**src/rtl/comp_pkg.sv**
```systemverilog
// Shared comparator definitions: class encodings and flag classification.
// Reused by the stat collector, the comparator bench and later comparator blocks.
package comp_pkg;

    localparam logic [1:0] CLS_NONE = 2'd0;
    localparam logic [1:0] CLS_GT   = 2'd1;
    localparam logic [1:0] CLS_EQ   = 2'd2;
    localparam logic [1:0] CLS_LT   = 2'd3;

    typedef enum logic [1:0] {
        RUN_NONE = 2'd0,
        RUN_GT   = 2'd1,
        RUN_EQ   = 2'd2,
        RUN_LT   = 2'd3
    } run_e;

    typedef struct packed {
        logic       illegal;
        logic [1:0] cls;
    } cls_res_t;

    // One-hot flags map to a class; any other pattern is illegal.
    function automatic cls_res_t cls_of(input logic s1,
                                        input logic s2,
                                        input logic s3);
        cls_res_t r;
        r.illegal = 1'b0;
        r.cls     = CLS_NONE;
        case ({s1, s2, s3})
            3'b100:  r.cls = CLS_GT;
            3'b010:  r.cls = CLS_EQ;
            3'b001:  r.cls = CLS_LT;
            default: r.illegal = 1'b1;
        endcase
        return r;
    endfunction

endpackage

```
**src/rtl/comp_stat_collector_if.sv**
```systemverilog
// Sample/statistics bundle of comp_stat_collector.
// master: drives in_valid, s1..s3, clr; slave: drives the statistics outputs.
interface comp_stat_collector_if #(
    parameter int CNT_W = 8,
    parameter int RUN_W = 4
);
    logic             in_valid;
    logic             s1;
    logic             s2;
    logic             s3;
    logic             clr;
    logic [CNT_W-1:0] n_gt;
    logic [CNT_W-1:0] n_eq;
    logic [CNT_W-1:0] n_lt;
    logic [CNT_W-1:0] n_err;
    logic [1:0]       run_cls;
    logic [RUN_W-1:0] run_len;
    logic [RUN_W-1:0] run_max;
    logic             err;
    logic             sat;

    modport master (
        output in_valid, s1, s2, s3, clr,
        input  n_gt, n_eq, n_lt, n_err,
        input  run_cls, run_len, run_max, err, sat
    );

    modport slave (
        input  in_valid, s1, s2, s3, clr,
        output n_gt, n_eq, n_lt, n_err,
        output run_cls, run_len, run_max, err, sat
    );
endinterface

```
**src/rtl/sat_counter.sv**
```systemverilog
// Saturating up-counter with clear-and-count in one edge.
// Ports: clk, rst (sync), clr, inc; o_count (registered), o_next, o_ovf (blocked inc).
module sat_counter #(
    parameter int W = 8
) (
    input  logic         clk,
    input  logic         rst,
    input  logic         clr,
    input  logic         inc,
    output logic [W-1:0] o_count,
    output logic [W-1:0] o_next,
    output logic         o_ovf
);
    localparam logic [W-1:0] MAX = '1;
    localparam logic [W-1:0] ONE = {{(W-1){1'b0}}, 1'b1};

    logic [W-1:0] r_count;
    logic [W-1:0] w_base;
    logic         w_full;

    // clr with inc restarts the count at 1 (used for run restarts).
    assign w_base  = clr ? '0 : r_count;
    assign w_full  = (w_base == MAX);
    assign o_next  = (inc && !w_full) ? w_base + ONE : w_base;
    assign o_ovf   = inc && w_full;
    assign o_count = r_count;

    always_ff @(posedge clk) begin
        if (rst) begin
            r_count <= '0;
        end else begin
            r_count <= o_next;
        end
    end
endmodule

```
**src/rtl/comp_stat_collector.sv**
```systemverilog
// Classifies comparator flag samples; keeps saturating class counts and run stats.
// Ports: clk, rst (sync, active high), bus (comp_stat_collector_if.slave).
module comp_stat_collector
    import comp_pkg::*;
#(
    parameter int CNT_W = 8,
    parameter int RUN_W = 4
) (
    input  logic                  clk,
    input  logic                  rst,
    comp_stat_collector_if.slave  bus
);
    cls_res_t         w_c;
    logic             w_smp;
    logic             w_legal;
    logic             w_restart;
    logic [3:0]       w_inc;
    logic [4:0]       w_ovf;
    logic [RUN_W-1:0] w_run_next;
    logic [CNT_W-1:0] w_cnt_next [4];
    logic [CNT_W-1:0] w_cnt [4];

    run_e             r_run_cls;
    logic [RUN_W-1:0] r_run_max;
    logic             r_err;
    logic             r_sat;

    assign w_c     = cls_of(bus.s1, bus.s2, bus.s3);
    // A clear discards the sample on the same edge.
    assign w_smp   = bus.in_valid && !bus.clr;
    assign w_legal = w_smp && !w_c.illegal;

    assign w_inc[0] = w_legal && (w_c.cls == CLS_GT);
    assign w_inc[1] = w_legal && (w_c.cls == CLS_EQ);
    assign w_inc[2] = w_legal && (w_c.cls == CLS_LT);
    assign w_inc[3] = w_smp && w_c.illegal;

    for (genvar g = 0; g < 4; g++) begin : g_cnt
        sat_counter #(.W(CNT_W)) u_cnt (
            .clk     (clk),
            .rst     (rst),
            .clr     (bus.clr),
            .inc     (w_inc[g]),
            .o_count (w_cnt[g]),
            .o_next  (w_cnt_next[g]),
            .o_ovf   (w_ovf[g])
        );
    end

    // Illegal or class change restarts the run; from NONE any legal class differs.
    assign w_restart = w_smp
                     && (w_c.illegal || (w_c.cls != r_run_cls));

    sat_counter #(.W(RUN_W)) u_run (
        .clk     (clk),
        .rst     (rst),
        .clr     (bus.clr || w_restart),
        .inc     (w_legal),
        .o_count (bus.run_len),
        .o_next  (w_run_next),
        .o_ovf   (w_ovf[4])
    );

    always_ff @(posedge clk) begin
        if (rst || bus.clr) begin
            r_run_cls <= RUN_NONE;
            r_run_max <= '0;
            r_err     <= 1'b0;
            r_sat     <= 1'b0;
        end else if (bus.in_valid) begin
            r_run_cls <= w_c.illegal ? RUN_NONE : run_e'(w_c.cls);
            r_err     <= r_err || w_c.illegal;
            r_sat     <= r_sat || (|w_ovf);
            // Compared against the post-edge run length, so a restart offers 1.
            if (w_run_next > r_run_max) begin
                r_run_max <= w_run_next;
            end
        end
    end

    assign bus.n_gt    = w_cnt[0];
    assign bus.n_eq    = w_cnt[1];
    assign bus.n_lt    = w_cnt[2];
    assign bus.n_err   = w_cnt[3];
    assign bus.run_cls = r_run_cls;
    assign bus.run_max = r_run_max;
    assign bus.err     = r_err;
    assign bus.sat     = r_sat;

    logic w_unused;
    assign w_unused = ^{w_cnt_next[0], w_cnt_next[1],
                        w_cnt_next[2], w_cnt_next[3]};
endmodule

```
**src/flat_wrapper.sv**
```systemverilog
// flat-port wrapper written by rule: the top's interface ports become plain ports
module comp_stat_collector_flat import comp_pkg::*;
#(
    parameter int CNT_W = 8,
    parameter int RUN_W = 4
)
  (clk, rst, bus_in_valid, bus_s1, bus_s2, bus_s3, bus_clr, bus_n_gt, bus_n_eq, bus_n_lt, bus_n_err, bus_run_cls, bus_run_len, bus_run_max, bus_err, bus_sat);
  comp_stat_collector_if #(.CNT_W(CNT_W), .RUN_W(RUN_W)) bus_i ();
  input  logic clk;
  input  logic rst;
  input wire logic [$bits(bus_i.in_valid)-1:0] bus_in_valid;
  input wire logic [$bits(bus_i.s1)-1:0] bus_s1;
  input wire logic [$bits(bus_i.s2)-1:0] bus_s2;
  input wire logic [$bits(bus_i.s3)-1:0] bus_s3;
  input wire logic [$bits(bus_i.clr)-1:0] bus_clr;
  output wire logic [$bits(bus_i.n_gt)-1:0] bus_n_gt;
  output wire logic [$bits(bus_i.n_eq)-1:0] bus_n_eq;
  output wire logic [$bits(bus_i.n_lt)-1:0] bus_n_lt;
  output wire logic [$bits(bus_i.n_err)-1:0] bus_n_err;
  output wire logic [$bits(bus_i.run_cls)-1:0] bus_run_cls;
  output wire logic [$bits(bus_i.run_len)-1:0] bus_run_len;
  output wire logic [$bits(bus_i.run_max)-1:0] bus_run_max;
  output wire logic [$bits(bus_i.err)-1:0] bus_err;
  output wire logic [$bits(bus_i.sat)-1:0] bus_sat;
  assign bus_i.in_valid = bus_in_valid;
  assign bus_i.s1 = bus_s1;
  assign bus_i.s2 = bus_s2;
  assign bus_i.s3 = bus_s3;
  assign bus_i.clr = bus_clr;
  assign bus_n_gt = bus_i.n_gt;
  assign bus_n_eq = bus_i.n_eq;
  assign bus_n_lt = bus_i.n_lt;
  assign bus_n_err = bus_i.n_err;
  assign bus_run_cls = bus_i.run_cls;
  assign bus_run_len = bus_i.run_len;
  assign bus_run_max = bus_i.run_max;
  assign bus_err = bus_i.err;
  assign bus_sat = bus_i.sat;
  comp_stat_collector #(.CNT_W(CNT_W), .RUN_W(RUN_W)) u_core (.clk(clk), .rst(rst), .bus(bus_i));
endmodule
```
**config.mk**
```make
export PLATFORM = sky130hd
export DESIGN_NAME = comp_stat_collector_flat
export DESIGN_NICKNAME = d
export VERILOG_FILES = /design/src/rtl/comp_pkg.sv /design/src/rtl/comp_stat_collector_if.sv /design/src/rtl/sat_counter.sv /design/src/rtl/comp_stat_collector.sv /design/src/flat_wrapper.sv
export SDC_FILE = /design/constraint.sdc
export NUM_CORES = 1
export LEC_CHECK = 0
export CORE_MARGIN = 10
export CORE_UTILIZATION = 35
export CTS_BUF_LIST = sky130_fd_sc_hd__clkbuf_2
export DETAILED_ROUTE_END_ITERATION = 8
export PLACE_DENSITY = 0.68
export SYNTH_ARGS = -nofsm -noshare
export SYNTH_HDL_FRONTEND = slang
export SYNTH_SLANG_ARGS = --single-unit
```
**constraint.sdc**
```tcl
create_clock -name clk -period 4.2 [get_ports clk]
set_input_delay 0.84 -clock clk [delete_from_list [all_inputs] [get_ports clk]]
set_output_delay 0.84 -clock clk [all_outputs]
set_load 0.005 [all_outputs]
```
Word-level counts from Yosys, hierarchy flattened
Cells that the tools add are included.
{"block": "classes", "add_sub_neg": 5, "multipliers": 0, "div": 0, "n_lt_le_gt_ge": 1, "eq_ne": 12, "shifts": 0, "muxes": 13, "n_bitwise": 0, "reduce_logical": 31}
{"operator": "8-bit two-way mux", "count": 8}
{"operator": "8-bit by 1-bit adder with 8-bit output, second input constant", "count": 4}
{"operator": "8-bit equality test, second input constant", "count": 4}
{"operator": "1-bit logical AND", "count": 17}
{"operator": "4-bit two-way mux", "count": 2}
{"operator": "1-bit zero test", "count": 6}
{"operator": "2-bit one-hot mux with 3 select lines", "count": 1}
{"operator": "1-bit logical OR", "count": 5}
{"operator": "5-bit OR reduction", "count": 1}
{"operator": "4-bit by 1-bit adder with 4-bit output, second input constant", "count": 1}
{"operator": "2-bit equality test, second input constant", "count": 2}
{"operator": "4-bit equality test, second input constant", "count": 1}
{"operator": "4-bit greater-than comparator", "count": 1}
{"operator": "3-bit by 1-bit equality test with 1-bit output, second input constant", "count": 1}
{"operator": "3-bit by 2-bit equality test with 1-bit output, second input constant", "count": 1}
{"operator": "3-bit equality test, second input constant", "count": 1}
{"operator": "3-bit OR reduction", "count": 1}
{"operator": "2-bit by 1-bit equality test with 1-bit output, second input constant", "count": 1}
{"operator": "2-bit two-way mux", "count": 1}
{"operator": "2-bit != test", "count": 1}
{"operator": "2-bit AND reduction", "count": 1}
{"operator": "1-bit two-way mux", "count": 1}
{"block": "word_totals", "ff_bits": 44, "latchBits": 0, "mem_bits_rw": 0, "romBits": 0, "in_bits": 7, "out_inout_bits": 44, "word_cells": 71, "mem_count": 0}

Depth between registers and ports, before layout
{"block": "depth", "ltp_word": 13, "mapped_depth": 15, "ltp_nobuf": 14}

Cells and area by module
Synthesis repeated with hierarchy kept, for this count alone.
{"block": "unflattened", "hier_cells": 338, "area_unflattened_um2": 2751.4}
{"module": "sat_counter (u_core.g_cnt[0].u_cnt ...)", "n_inst": 4, "cells_per_inst": 59, "area_each_um2": 481.7, "seq_area_each_um2": 160.2}
{"module": "comp_stat_collector", "n_inst": 1, "cells_per_inst": 71, "area_each_um2": 579.3, "seq_area_each_um2": 160.2}
{"module": "sat_counter (u_core.u_run)", "n_inst": 1, "cells_per_inst": 31, "area_each_um2": 245.2, "seq_area_each_um2": 80.1}

Worst setup path after synthesis
Ideal clock, no wire load.
{"block": "synth_timing", "path_kind": "input -> register", "startpoint": "input bus_s2", "endpoint": "register u_core.r_run_max[3] (netlist: u_core.bus.run_max[3])", "setup_ns": 0.117, "arrival_ns": 3.745, "required_ns": 4.083, "path_slack_ns": 0.338, "stages": 15, "path_buffers": 1, "path_cell_list": "buf_4 -> or3b_4 -> a2111oi_4 -> or2_2 -> and2_1 -> ha_1 -> and3_1 -> o21a_1 -> o21ai_1 -> ha_1 -> nor2b_1 -> o211ai_1 -> a21oi_1 -> nor2_1 -> a22o_1"}
{"block": "synth_via", "elab_chain_cells": 13, "word_cells_on_any_way": 19, "cone_classes": "add/sub (1); order compare (1); eq/ne (5); mux (4); reduce/logical (8)"}
{"item": "start, declared", "line_no": "flat_wrapper.sv:13", "source": "input wire logic [$bits(bus_i.s2)-1:0] bus_s2;"}
{"item": "branches (longest 10 deep; another with 4-bit by 1-bit adder with 4-bit output)"}
{"item": "4-bit two-way mux (*)", "line_no": "sat_counter.sv:24", "source": "assign o_next = (inc && !w_full) ? w_base + ONE : w_base;"}
{"item": "net u_core.u_run.o_next[1]", "line_no": "sat_counter.sv:11", "source": "output logic [W-1:0] o_next,"}
{"item": "4-bit greater-than comparator (*)", "line_no": "comp_stat_collector.sv:75", "source": "if (w_run_next > r_run_max) begin"}
{"item": "2-bit AND reduction (no line) (*)"}
{"item": "end signal, assigned", "line_no": "comp_stat_collector.sv:76", "source": "r_run_max <= w_run_next;"}
{"item": "end, declared", "line_no": "comp_stat_collector.sv:24", "source": "logic [RUN_W-1:0] r_run_max;"}
Mark *: on every way through the listed nets, which the timed path passes.
A chain may end at the register's enable or synchronous reset.

Final worst setup path
{"block": "layout_timing", "startpoint": "input bus_s2", "endpoint": "register u_core.r_run_max[2] (netlist: u_core.bus.run_max[2])"}
Same word-level chain as after synthesis.

==> results.ini <==
[outcome]
status = finished clean

[timing]
finalHoldViolCount = 0
fmaxAchievable_mhz = 266
period_share = 0.894
setup_tns_ns = 0
rsz0062_at_grt = no
period_minus_slack_ns = 3.75
max_slew_margin = 0.574
worst_pin_slew_ns = 0.639
finClkSkew_ns = 0.0197
setup_viol = 0
drv_slew = 0

[grt]
grtUsageMet3 = 0.0384
use_met1 = 0.136
grt_util_all_layers = 0.112
grt_max_degree = 32
grt_pass1_vias = 2178
grt_first_pass_wirelength_um = 10300
grt.busiest_layer = met2
antenna_found_initial = 0
use_met2 = 0.178
grt_overflow = 0

[placement]
dp_hpwl_um = 4580
place_congestion = 0.823
portBuffers = 50
placedCellCount = 442

[floorplanning]
die_area_mm2 = 0.0108
io_pins = 51
num_rows = 30
die_x_um = 104
start_util = 0.362
core-area_mm2 = 0.00679
die_h_um = 104

[hold_path]
worst_hold_path.num_cells = 1
hold_path_class = flip-flop to flip-flop

[logic_synthesis]
synthFlopType = dfxtp_1
syn-cell-area_mm2 = 0.00246
syn_inst = 292
synth_edf_count = 0
syn_nets = 308
synth_cell_types = 52
syn_avg_cell_area_um2 = 8.42
async_flop_share = 0
synth_seq_cells = 44
ys_seq_area_frac = 0.358
ys_warn_count = 0

[clocking]
clock_path_buffers = 2
numClockSinks = 44
hold_buffers = 0
numCtsBuffers = 5
cts-resized-gates = 0
post_cts_buffers = 0
clk_latency_ns = 0.41
cts_root_buf = clkbuf_2
cts_tree = built
ctsHtreeMaxLevel = 2
clk_pin_slew_worst_paths_ns = 0.24

[layout]
syn_to_final_growth_pct = 29.5
final_cells = 450
fillers = 704
antenna_cells = 0
drive_above_1_share = 0.0960
layout.nets = 369

[run]
drv_cap = 0

[worst_setup_path]
criticalPathCategory = input pin to flip-flop
cp.required_ns = 4.59
cp_max_fo = 5
end_kind = flip-flop
r2r_cells = 14
worstPathArrival_ns = 4.14
critPathLaunchType = input pin

[drt]
routed_wl_um = 6060
vias_per_cell = 5.00
drcViolationCount = 0
post_drt_wl_per_cell_um = 13.5
drtPass1Iterations = 4
first_iter_violations = 96
ant_nets = 0
num_vias = 2252

[power]
worst_ir_drop_vdd_mv = 0.130
p_leak_nw = 1.06
power_density_mw_per_mm2 = 212

-- report_power, final --
part | total (mW) | internal [mW] | leakage [nW] | switching [mW]
Clock | 0.186 | 0.0385 | 0.0226 | 0.147
Combinational | 0.0657 | 0.0291 | 0.678 | 0.0366
Sequential | 0.424 | 0.421 | 0.355 | 0.00261
Total | 0.676 | 0.489 | 1.06 | 0.187
-- metal layers --
metal	vias up	routed length, um
li1	1143	-
met1	1053	2730
met2	44	2830
met3	12	390
met4	0	112
met5	-	0
-- metrics by stage --
step / power, mW / setup WS (ns) / utilization / hold slack (ns) / instance area (um2)
after floorplan: 0.471 / 0.338 / - / 0.460 / 2460
after global placement: 0.497 / 0.0962 / 0.462 / 0.498 / 3140
after detailed placement: 0.498 / -0.0303 / 0.462 / 0.497 / 3140
after CTS: 0.686 / 0.440 / 0.469 / 0.532 / 3180
after global routing: 0.715 / 0.267 / 0.469 / 0.551 / 3180
final: 0.676 / 0.446 / 0.469 / 0.520 / 3180
-- final timing paths --
path | start | end | slack [ns]
worst max-delay path | bus_s2 | u_core.bus.run_max[2] | 0.45
worst min-delay path | u_core.bus.run_max[0] | u_core.bus.run_max[0] | 0.52
worst max register to register | u_core.bus.run_cls[0] | u_core.bus.run_max[2] | 0.90
worst min register to register | u_core.bus.run_max[0] | u_core.bus.run_max[0] | 0.52
-- registers in the layout, indices dropped and copies added (netlist names) --
name	count
u_core.bus.run_cls	2
u_core.bus.sat	1
u_core.bus.run_max	4
u_core.bus.err	1
u_core.u_run.o_count	4
u_core.g_cnt.u_cnt.o_count	32
-- area by class of cell --
type                       count  area [um2]  area share
clock inverter                 3        18.8     0.00590
multi-input combinational    227        1480       0.466
sequential                    44         881       0.277
timing repair buffer          66         621       0.195
clock buffer                   5        25.0     0.00786
tap                           96         120      0.0377
inverter                       9        33.8      0.0106
-- worst max-delay path, cell delays in order --
cell and delay [ns]:
clkdlybuf4s50_1 0.48, or3b_4 0.39, a2111oi_4 0.36, or2_2 0.19
and2_1 0.13, ha_1 0.15, and3_1 0.24, o21a_1 0.14
o21ai_1 0.08, ha_1 0.30, nor2b_1 0.13, o211ai_1 0.09
a21oi_1 0.20, nor2b_1 0.26, a22o_1 0.16
-- cells by family (layout without fill, tap and decap cells) --
group                    after synthesis  count (layout)  synth area share
flip-flops                            44              44             0.358
adder cells (fa/ha/maj)                9               9            0.0458
XOR/XNOR                              27              27            0.0962
buffers and inverters                 21              83            0.0382
AND/OR/NAND/NOR                      153             153             0.332
AO/OA/AOI/OAI                         32              32             0.105
multiplexers                           6               6            0.0249
-- synth_stat cells, types with 2 or more instances --
cell type	instances	area share
nand4b_1	2	0.0071
and3_1	3	0.0076
clkbuf_1	6	0.0092
xor2_1	3	0.011
nor3_1	10	0.020
inv_1	9	0.014
dfxtp_1	44	0.36
buf_2	3	0.0061
nand2_1	15	0.023
nor3b_1	7	0.021
or2_2	2	0.0051
nor2_1	43	0.066
nor4b_1	2	0.0071
nand2b_1	5	0.013
nand4_1	4	0.010
nor4_1	11	0.028
nand3_1	14	0.028
a21oi_1	9	0.018
xnor2_1	24	0.085
or3_1	2	0.0051
o21ai_0	3	0.0061
nor2b_1	22	0.056
o221ai_1	2	0.0071
ha_1	9	0.046
and2_1	4	0.010
a22o_1	4	0.014
mux2i_1	5	0.020
-- cell usage in the layout, fill, tap and decap left out, types with 10 or more instances in the layout --
master,n
nand2_1,15
nor3_1,10
clkdlybuf4s50_1,50
buf_4,16
nor2_1,43
nor2b_1,22
xnor2_1,24
nand3_1,14
nor4_1,11
dfxtp_1,44
No activity file was read; power rests on OpenSTA's default activity.
